### src/rtl/not_16.sv
// rtl/not_16.sv - bitwise inverter with optional registered output and valid flag
//
// Ports:
//   clk     - rising-edge clock for the registered path
//   rst_n   - asynchronous active-low reset; clears out_q and out_vld
//   in      - operand to invert (WIDTH bits)
//   en      - load enable for the registered path
//   out     - ~in directly (REG_OUT=0) or a copy of out_q (REG_OUT=1)
//   out_q   - registered ~in, loaded on a clk edge with en=1
//   out_vld - set once out_q has been loaded since the last reset

module not_16 #(
    parameter int WIDTH   = 16,
    parameter bit REG_OUT = 1'b0
) (
    input  logic             clk,
    input  logic             rst_n,
    input  logic [WIDTH-1:0] in,
    input  logic             en,
    output logic [WIDTH-1:0] out,
    output logic [WIDTH-1:0] out_q,
    output logic             out_vld
);

    // Pure per-bit complement; each bit of inv depends only on the same bit of in.
    logic [WIDTH-1:0] inv;
    assign inv = ~in;

    // Registered copy. The asynchronous clear means a reset between edges
    // drops the held value immediately rather than at the next edge.
    always_ff @(posedge clk or negedge rst_n) begin
        if (!rst_n) begin
            out_q   <= '0;
            out_vld <= 1'b0;
        end else if (en) begin
            out_q   <= inv;
            out_vld <= 1'b1;
        end
    end

    // Output routing is fixed at elaboration; the combinational path carries
    // no clock or reset dependence.
    generate
        if (REG_OUT) begin : g_reg_out
            assign out = out_q;
        end else begin : g_comb_out
            assign out = inv;
        end
    endgenerate

endmodule

### config.mk
export PLATFORM = sky130hd
export DESIGN_NAME = not_16
export DESIGN_NICKNAME = d
export VERILOG_FILES = /design/src/rtl/not_16.sv
export SDC_FILE = /design/constraint.sdc
export NUM_CORES = 1
export LEC_CHECK = 0
export CAP_MARGIN = 30
export CORE_MARGIN = 5
export CORE_UTILIZATION = 30
export CTS_BUF_LIST = sky130_fd_sc_hd__clkbuf_4 sky130_fd_sc_hd__clkbuf_8
export DETAILED_ROUTE_END_ITERATION = 16
export HOLD_SLACK_MARGIN = 0.08
export PLACE_DENSITY = 0.76
export SLEW_MARGIN = 20
export SYNTH_ARGS = -nofsm -noshare
export SYNTH_HDL_FRONTEND = slang
export SYNTH_SLANG_ARGS = --single-unit
### constraint.sdc
create_clock -name clk -period 0.9 [get_ports clk]
set_clock_uncertainty 0.1 [all_clocks]
set_input_delay 0.225 -clock clk [delete_from_list [all_inputs] [get_ports clk]]
set_output_delay 0.225 -clock clk [all_outputs]
set_load 0.1 [all_outputs]
==> flow_metrics.tcl <==
set metrics [dict create \
    outcome "finished, violations left" \
    violations "setup timing" \
    hold_class "input port to flop" \
    grt_pass1_wl_um 4580 \
    ant_nets 0 \
    place_hpwl_um 1910 \
    setup_viol 42 \
    p_per_area_mw_per_mm2 1550 \
    synth_top_area_frac 0.585 \
    setup_slack_ns -0.426 \
    clk_pin_slew_ns 0.11 \
    yosys_warnings 0 \
    crit_slowest_cell "dfrtp_4" \
    cts-hold-fix-buffers 0 \
    vias 726 \
    cp_cell_sequence "buf_12" \
    io_buffers 51 \
    rsz0062_at_grt "yes" \
    finalPower_mw 3.22 \
    cts-buffers-inserted 3 \
    drt_iter0_drc 12 \
    drive_above_1_share 0.970 \
    period_share 1.47 \
    drt_pass1_iterations 4 \
    path_delay_family "flip-flops" \
    grt_overflow 0 \
    worst_pin_slew_ns 0.125 \
    viasPerCell 4.45 \
    core-area_mm2 0.00225 \
    rows 17 \
    initial_core_util 0.322 \
    yosysSeqAreaShare 0.585 \
    power.leakage_nw 0.925 \
    hold_violations 0 \
    synth.distinct_cells 9 \
    tritoncts "built" \
    critPathLaunchType "flop" \
    area_growth_pct 187 \
    maxCapViolCount 0 \
    grt_pass1_vias 850 \
    synth.cell_area_um2 727 \
    crit_required_ns 0.57 \
    yosys.area.top_type "dfrtp_1" \
    clock-sinks 17 \
    cp_data_arrival_time_ns 1.00 \
    diodes 0 \
    syn-num-nets 72 \
    mostFrequentLayoutCell "buf_12" \
    nNetsFinal 155 \
    final.min_clock_period_ns 1.33 \
    die_x_um 59.2 \
    drt-total-wl_um 3440 \
    die_height_um 59.2 \
    syn_inst 53 \
    antenna_found_initial 0 \
    mostFrequentLayoutCells "buf_12, buf_4, dfrtp_4" \
    pin_count 52 \
    ys_ff_latch 17 \
    clockRootBuffer "clkbuf_4" \
    slew_viol_final 0 \
    die-area_mm2 0.00351 \
    grt_start_max_net_pins 18 \
    place_congestion 0.668 \
    drc 0 \
    max_freq_mhz 754 \
    setup_tns_ns -9.39 \
    worstSetupPathType "flop to primary output" \
    synth_area_per_cell_um2 13.7 \
    clk_latency_ns 0.29 \
    wl_per_cell_um 21.1 \
    grt_usage 0.186 \
    synth_area_leaders "dfrtp_1, mux2_4, mux2_2, inv_1, buf_12" \
    cp_slowest_stage_delay_ns 0.52 \
    cp-end-kind "primary output" \
    cts_max_level 1 \
    cts_buffer_depth 2 \
    max-slew-margin-rel 0.917 \
    path_buf_inv 1 \
    irDropWorstVdd_v 0.00160 \
    crit_fanout 2 \
]
==> metal layers <==
layer / wire (µm) / track usage / vias to the layer above / part of all wire
met5: 0 / 0 / - / 0
met4: 0 / 0.0874 / 0 / 0
met3: 263 / 0.0632 / 0 / 0.076
met2: 1980 / 0.317 / 36 / 0.58
met1: 1200 / 0.206 / 367 / 0.35
li1: - / - / 323 / -
==> cells in the mapped netlist, drive strengths merged <==
cell type	number
mux2	15
or2	1
inv	16
nor2	1
a21oi	1
dfrtp	17
buf	2
==> state kept, by name (all words and copies together), names as in the netlist <==
register,flops
out_q,16
out_vld,1
==> logic make-up after synthesis <==
group	after synthesis	synth area share
buffers and inverters	18	0.126
flip-flops	17	0.585
multiplexers	15	0.269
AND/OR/NAND/NOR	2	0.0138
AO/OA/AOI/OAI	1	0.00688
==> timing repair <==
item,4_1_cts,5_1_grt
resized for setup,89,11
cloned,1,0
buffers inserted,17,10
setup endpoints to repair,50,50
==> worst paths after layout <==
kind / to / start / cells after the start / slack (ns)
min in group asynchronous: out_q[14] / rst_n / 2 / 0.16
max reg2reg: out_q[15] / out_q[15] / 3 / -0.35
max: out_q[15] / out_q[15] / 1 / -0.43
min: out_q[13] / in[13] / 3 / 0.09
max in group asynchronous: out_q[4] / rst_n / 2 / 0.40
min reg2reg: out_vld / out_vld / 1 / 0.47
==> through the flow <==
stage               std cells  hold WS, ns  worst slack, ns   util  cell area (µm²)
global route              163       0.0768           -0.451  0.925             2080
finish                    163       0.0882           -0.426  0.925             2080
detailed placement        133        0.438           -0.579  0.786             1770
global placement          133        0.431           -0.548  0.786             1770
floorplan                  53       -0.171           -0.355      -              881
CTS                       155       0.0820           -0.416  0.887             2000
==> area by class of cell <==
class                           instances  area [µm²]
Tap cell                               28        35.0
Fill cell                              68         170
Sequential cell                        17         489
Clock buffer                            3        22.5
Inverter                               16         120
Timing Repair Buffer                   80        1170
Clock inverter                          1        5.00
Multi-Input combinational cell         18         240
==> where the power goes <==
part	internal [mW]	switching (mW)	total, mW
clock	0.165	0.266	0.431
sequential	0.882	0.0990	0.981
combinational	0.756	1.05	1.81
Power figures use the tool's default switching activity.
